--- src/rtl/dma_exer_pkg.sv ---
// Shared types and constants for the DMA stream exerciser: FSM states,
// pattern modes, LFSR polynomial and saturating error-count helper.
package dma_exer_pkg;

    typedef enum logic [1:0] {
        TX_IDLE,
        TX_SEND,
        TX_TXDONE
    } tx_state_t;

    typedef enum logic [1:0] {
        RX_IDLE,
        RX_RECV,
        RX_FIN
    } rx_state_t;

    localparam logic MODE_INC  = 1'b0;
    localparam logic MODE_LFSR = 1'b1;

    // Right-shifting Galois form of x^32+x^22+x^2+x+1
    localparam logic [31:0] LFSR_POLY = 32'h8020_0003;
    localparam logic [15:0] ERR_SAT   = 16'hFFFF;

    function automatic logic [31:0] lfsr_step(input logic [31:0] s);
        return (s >> 1) ^ (s[0] ? LFSR_POLY : 32'h0);
    endfunction

    function automatic logic [15:0] sat_inc(input logic [15:0] v);
        return (v == ERR_SAT) ? v : v + 16'd1;
    endfunction

endpackage

--- src/rtl/dma_exer_pattern.sv ---
// Beat pattern generator: loads a seed, steps once per accepted beat and
// presents the current pattern word (incrementing or LFSR).
module dma_exer_pattern
    import dma_exer_pkg::*;
#(
    parameter int DATA_W = 32
) (
    input  logic              clk,
    input  logic              rst_n,
    input  logic              i_load,
    input  logic              i_mode,
    input  logic [31:0]       i_seed,
    input  logic              i_step,
    output logic [DATA_W-1:0] o_data
);

    logic        r_mode;
    logic [31:0] r_state;

    always_ff @(posedge clk or negedge rst_n) begin
        if (!rst_n) begin
            r_mode  <= MODE_INC;
            r_state <= '0;
        end else if (i_load) begin
            r_mode  <= i_mode;
            // An all-zero LFSR would lock up, so a zero seed starts at 1
            r_state <= (i_mode == MODE_LFSR && i_seed == '0) ? 32'd1 : i_seed;
        end else if (i_step) begin
            r_state <= (r_mode == MODE_LFSR) ? lfsr_step(r_state) : r_state + 32'd1;
        end
    end

    assign o_data = r_state[DATA_W-1:0];

endmodule

--- src/rtl/dma_stream_exerciser.sv ---
// AXI4-Stream traffic generator/checker for DMA loopback: sends a pattern on
// m_axis, checks the returned s_axis stream, with a progress watchdog.
module dma_stream_exerciser
    import dma_exer_pkg::*;
#(
    parameter  int DATA_W  = 32,
    parameter  int NUM_CH  = 2,
    parameter  int LEN_W   = 16,
    parameter  int TIMEOUT = 1024,
    localparam int CH_W    = (NUM_CH > 1) ? $clog2(NUM_CH) : 1,
    localparam int WD_W    = $clog2(TIMEOUT + 1)
) (
    input  logic              clk,
    input  logic              resetn,
    input  logic              start,
    input  logic              mode,
    input  logic [CH_W-1:0]   chan,
    input  logic [LEN_W-1:0]  len,
    input  logic [31:0]       seed,
    output logic [DATA_W-1:0] m_axis_tdata,
    output logic              m_axis_tvalid,
    input  logic              m_axis_tready,
    output logic              m_axis_tlast,
    output logic [CH_W-1:0]   m_axis_tdest,
    input  logic [DATA_W-1:0] s_axis_tdata,
    input  logic              s_axis_tvalid,
    output logic              s_axis_tready,
    input  logic              s_axis_tlast,
    input  logic [CH_W-1:0]   s_axis_tdest,
    output logic              busy,
    output logic              done,
    output logic              timeout,
    output logic [15:0]       err_count,
    output logic [LEN_W-1:0]  rx_beats
);

    tx_state_t r_tx_state, w_tx_next;
    rx_state_t r_rx_state, w_rx_next;

    logic [CH_W-1:0]   r_chan;
    logic [LEN_W-1:0]  r_len;
    logic [LEN_W-1:0]  r_tx_cnt;
    logic              r_tlast;
    logic [LEN_W-1:0]  r_rx_beats;
    logic [15:0]       r_err;
    logic              r_timeout;
    logic [WD_W-1:0]   r_wdog;

    logic [DATA_W-1:0] w_tx_data;
    logic [DATA_W-1:0] w_exp_data;
    logic              w_accept;
    logic              w_tx_hs;
    logic              w_rx_hs;
    logic              w_rx_last;
    logic              w_wd_hit;
    logic              w_rx_end;
    logic              w_beat_err;

    assign w_accept   = start && (len != '0) && (r_tx_state == TX_IDLE) && (r_rx_state == RX_IDLE);
    assign w_tx_hs    = (r_tx_state == TX_SEND) && m_axis_tready;
    assign w_rx_hs    = (r_rx_state == RX_RECV) && s_axis_tvalid;
    assign w_rx_last  = (r_rx_beats == (r_len - LEN_W'(1)));
    assign w_wd_hit   = (r_rx_state == RX_RECV) && !w_rx_hs && (r_wdog == WD_W'(TIMEOUT - 1));
    assign w_rx_end   = w_wd_hit || (w_rx_hs && (w_rx_last || s_axis_tlast));
    assign w_beat_err = (s_axis_tdata != w_exp_data) || (s_axis_tdest != r_chan) ||
                        (s_axis_tlast != w_rx_last);

    dma_exer_pattern #(.DATA_W(DATA_W)) u_tx_pat (
        .clk    (clk),
        .rst_n  (resetn),
        .i_load (w_accept),
        .i_mode (mode),
        .i_seed (seed),
        .i_step (w_tx_hs),
        .o_data (w_tx_data)
    );

    dma_exer_pattern #(.DATA_W(DATA_W)) u_rx_pat (
        .clk    (clk),
        .rst_n  (resetn),
        .i_load (w_accept),
        .i_mode (mode),
        .i_seed (seed),
        .i_step (w_rx_hs),
        .o_data (w_exp_data)
    );

    always_ff @(posedge clk or negedge resetn) begin
        if (!resetn) begin
            r_tx_state <= TX_IDLE;
            r_rx_state <= RX_IDLE;
        end else begin
            r_tx_state <= w_tx_next;
            r_rx_state <= w_rx_next;
        end
    end

    // Any RX finish (last beat, early tlast, watchdog) also retires the TX side
    always_comb begin
        w_tx_next     = r_tx_state;
        w_rx_next     = r_rx_state;
        m_axis_tvalid = 1'b0;
        s_axis_tready = 1'b0;
        busy          = 1'b0;
        done          = 1'b0;
        unique case (r_tx_state)
            TX_IDLE:   if (w_accept) w_tx_next = TX_SEND;
            TX_SEND: begin
                m_axis_tvalid = 1'b1;
                if (w_rx_end)               w_tx_next = TX_IDLE;
                else if (w_tx_hs && r_tlast) w_tx_next = TX_TXDONE;
            end
            TX_TXDONE: if (w_rx_end) w_tx_next = TX_IDLE;
            default:   w_tx_next = TX_IDLE;
        endcase
        unique case (r_rx_state)
            RX_IDLE: if (w_accept) w_rx_next = RX_RECV;
            RX_RECV: begin
                s_axis_tready = 1'b1;
                busy          = 1'b1;
                if (w_rx_end) w_rx_next = RX_FIN;
            end
            RX_FIN: begin
                done      = 1'b1;
                w_rx_next = RX_IDLE;
            end
            default: w_rx_next = RX_IDLE;
        endcase
    end

    always_ff @(posedge clk or negedge resetn) begin
        if (!resetn) begin
            r_chan     <= '0;
            r_len      <= '0;
            r_tx_cnt   <= '0;
            r_tlast    <= 1'b0;
            r_rx_beats <= '0;
            r_err      <= '0;
            r_timeout  <= 1'b0;
            r_wdog     <= '0;
        end else if (w_accept) begin
            r_chan     <= chan;
            r_len      <= len;
            r_tx_cnt   <= '0;
            r_tlast    <= (len == LEN_W'(1));
            r_rx_beats <= '0;
            r_err      <= '0;
            r_timeout  <= 1'b0;
            r_wdog     <= '0;
        end else begin
            if (w_tx_hs) begin
                r_tx_cnt <= r_tx_cnt + LEN_W'(1);
                r_tlast  <= ((r_tx_cnt + LEN_W'(2)) == r_len);
            end
            if (w_rx_hs) begin
                r_rx_beats <= r_rx_beats + LEN_W'(1);
                r_wdog     <= '0;
                if (w_beat_err) r_err <= sat_inc(r_err);
            end else if (w_wd_hit) begin
                r_timeout <= 1'b1;
                r_err     <= sat_inc(r_err);
                r_wdog    <= '0;
            end else if (r_rx_state == RX_RECV) begin
                r_wdog <= r_wdog + WD_W'(1);
            end
        end
    end

    assign m_axis_tdata = w_tx_data;
    assign m_axis_tlast = r_tlast;
    assign m_axis_tdest = r_chan;
    assign timeout      = r_timeout;
    assign err_count    = r_err;
    assign rx_beats     = r_rx_beats;

endmodule

--- config.mk ---
export PLATFORM = sky130hd
export DESIGN_NAME = dma_stream_exerciser
export DESIGN_NICKNAME = d
export VERILOG_FILES = /design/src/rtl/dma_exer_pkg.sv /design/src/rtl/dma_exer_pattern.sv /design/src/rtl/dma_stream_exerciser.sv
export SDC_FILE = /design/constraint.sdc
export NUM_CORES = 1
export LEC_CHECK = 0
export ABC_AREA = 1
export CORE_MARGIN = 4
export CORE_UTILIZATION = 55
export CTS_CLUSTER_DIAMETER = 150
export DETAILED_ROUTE_END_ITERATION = 12
export PLACE_DENSITY = 0.91
export RECOVER_POWER = 25
export SKIP_CTS_REPAIR_TIMING = 1
export SYNTH_ARGS = -nofsm -noshare
export SYNTH_HDL_FRONTEND = slang
export SYNTH_SLANG_ARGS = --single-unit
--- constraint.sdc ---
create_clock -name clk -period 6 [get_ports clk]
set_input_delay 1.2 -clock clk [delete_from_list [all_inputs] [get_ports clk]]
set_output_delay 1.2 -clock clk [all_outputs]
set_load 0.05 [all_outputs]
==> results.cfg <==
[grt]
grt_overflow = 0
grt_max_degree = 96
grt_pass1_wl_um = 56400
antenna_found_initial = 0
first_global_vias = 11318
track_usage = 0.318

[route]
ant_nets = 0
drt_iter0_drc = 1243
drc = 0
avgViaCountPerCell = 5.94
first_pass_iters = 5
num_vias = 11940
drt_wl_total_um = 35100
wl_per_cell_um = 17.5

[cells_and_area]
syn_to_final_growth_pct = 21.2
nNetsFinal = 1831
drive_gt1_frac = 0.0505
diodes = 0
fin_cells = 2009
fillers = 1674

[timing]
setup_viol = 0
timing.setup.tns_ps = 0
rsz0062_at_grt = no
final-hold-violation-count = 0
fin_crit_ps = 3960
min_period_over_period = 0.660
worst_pin_slew_ps = 2530
drv_slew = 96
fmax_ghz = 0.253
relSlewSlack = -0.688
clock_skew_ps = 11.3

[floorplanning]
die_y_um = 148
die_w_um = 148
core_mm2 = 0.0194
dieArea_mm2 = 0.0220
placementRows = 51
pin_count = 160
start_util = 0.559

[placed_design]
port_buffers = 159
place_inst = 1979
post-dp-hpwl_um = 25800
gp_congestion = 0.961

[synthesis]
synth_most_common_cell = nand2_1
synth_edf_count = 0
async_reset_ff_frac = 1.00
synth_common_cells = nand2_1 (409), inv_1 (190), nor2_1 (180)
yosysTopAreaCellShare = 0.339
ys_types = 56
yosysTopAreaCell = dfrtp_1
ys_ff_latch = 147
yosysSeqAreaShare = 0.339
synth_area_leaders = dfrtp_1 (34%), nand2_1 (14%), inv_1 (6.6%)
synth_fp_nets = 1698
syn_area_mm2 = 0.0108
yosys_warnings = 0
synthesis.instances = 1600
ys.flop_type = dfrtp_1
post_synth.cell_area_avg_um2 = 6.77

[min_path]
min_from = r_tx_cnt[15]$_DFFE_PN0P_
hold_depth = 1
whs_endpoint = r_tx_cnt[15]$_DFFE_PN0P_
hold_path_class = reg -> reg

[clock_tree]
clk_latency_ps = 430
cts_tree = done
root_buffer = clkbuf_16
clk_path_buf_depth = 2
clock_sinks = 147
htreeDepth = 4
cts.clk_slew.worst_paths_ps = 60
numCtsBuffers = 17

[critical_path]
crit_slowest_cell = nand3_1
critical_path.startpoint_type = input port
regToRegSetupSlack_ps = 2140
path_cells = clkdlybuf4s50_1, nor2_1, nand2_1, nor2_1, nand2_1, nand2_2, nand3_1, nand3_4, nand2_1, nand2_1
crit_arrival_ps = 4320
end_kind = flip-flop
worstRegToRegCells = 21
rr_endpoint = err_count[11]$_DFFE_PN0P_
crit_fanout = 33
cp_top_family = simple AND/OR/NAND/NOR gates
crit_required_ps = 6360
r2r-start = r_len[0]$_DFFE_PN0P_
criticalPathCategory = in -> reg
path_common_cell = nand2_1
slowest_delay_ps = 880
worst-path-buf-inv = 1

[pwr]
leakage_nw = 5.92
total_power_mw = 6.28
power_density_mw_per_mm2 = 478
ir_drop_v = 0.000412

[outcome]
status = complete, but fails checks
violations = capacitance limit, slew limit

[job]
maxCapViolCount = 1
stage by stage:
step                hold slack [ps]   util  setup WS, ps  instance area, um2
floorplan                       454      -          3090               10800
detailed placement              477  0.649          1680               12600
global route                    524  0.677          1750               13100
finish                          484  0.677          2040               13100
CTS                             484  0.678          2120               13100
global placement                474  0.649          1730               12600
layer usage:
metal / part of all wire / vias to the layer above / track usage
met5: 0 / - / 0
met1: 0.38 / 5492 / 0.409
li1: - / 5564 / -
met4: 0.055 / 0 / 0.166
met3: 0.10 / 157 / 0.0640
met2: 0.46 / 727 / 0.511
worst max-delay path by stage:
stage	from	end	slack, ps	cells after the start
global placement	len[9]	err_count[7]$_DFFE_PN0P_	1730	10
global route	len[14]	err_count[5]$_DFFE_PN0P_	1750	10
CTS	len[3]	err_count[11]$_DFFE_PN0P_	2120	10
floorplan	r_len[0]$_DFFE_PN0P_	err_count[14]$_DFFE_PN0P_	3090	21
finish	len[14]	err_count[11]$_DFFE_PN0P_	2040	10
detailed placement	len[3]	err_count[14]$_DFFE_PN0P_	1680	10
cell usage in the layout (no fill, tap or decap), types with 20 or more instances in the layout:
| cell | Yosys | routed |
|---|---|---|
| nand2_1 | 409 | 409 |
| inv_1 | 190 | 189 |
| nor2_1 | 180 | 180 |
| clkdlybuf4s50_1 | 0 | 158 |
| dfrtp_1 | 147 | 147 |
| o21ai_0 | 93 | 93 |
| nand3_1 | 90 | 90 |
| a21oi_1 | 83 | 83 |
| xor2_1 | 57 | 57 |
| nand4_1 | 56 | 56 |
| nor3_1 | 55 | 55 |
| o211ai_1 | 21 | 21 |
| xnor2_1 | 20 | 20 |
logic make-up (layout without fill, tap and decap cells):
kind of cell | count (synthesis) | in the layout | synth area share
AOI/OAI and AO/OA | 255 | 255 | 0.136
xor gates and xnor gates | 80 | 80 | 0.0685
adders and majority gates | 9 | 9 | 0.0104
buffers and inverters | 250 | 394 | 0.0906
DFF | 147 | 147 | 0.339
and+or+nand+nor | 859 | 859 | 0.356
final cells by class:
class / instances / area [um2] / share of cell area
clock buffer: 21 / 460 / 0.0350
clock inverter: 9 / 106 / 0.00809
inverter: 197 / 739 / 0.0563
multi-input combinational: 1203 / 6180 / 0.470
sequential: 147 / 3680 / 0.280
tap: 265 / 332 / 0.0252
timing repair buffer: 167 / 1650 / 0.125
power breakdown:
part | total [mW] | switching [mW] | internal, mW
registers | 1.89 | 0.573 | 1.32
clock network | 1.06 | 0.433 | 0.629
logic | 3.32 | 2.21 | 1.11
total | 6.28 | 3.22 | 3.06
sequential cells by signal (all words and copies together) (netlist names):
name / cells
r_len: 16
m_axis_tdest: 1
r_tx_state: 2
err_count: 16
u_tx_pat.o_data: 32
r_rx_state: 2
r_tx_cnt: 16
u_tx_pat.r_mode: 1
rx_beats: 16
u_rx_pat.o_data: 32
timeout: 1
r_wdog: 11
m_axis_tlast: 1
worst reg2reg max path, stage by stage (launching register included):
cell	delay [ps]
dfrtp_1	450
inv_1	120
ha_1	310
nand2_1	150
nor2_1	230
nand2_1	110
nand2_1	90
nand2_1	50
nand2_1	50
nand2_1	50
inv_1	50
nand4_1	110
nor2_1	100
nand4_1	180
ha_1	390
nor4_1	310
nand2_1	80
nor2_1	120
nand3_2	350
nand3_4	310
nand2_1	110
nand2_1	80
(Power assumes the default switching activity.)
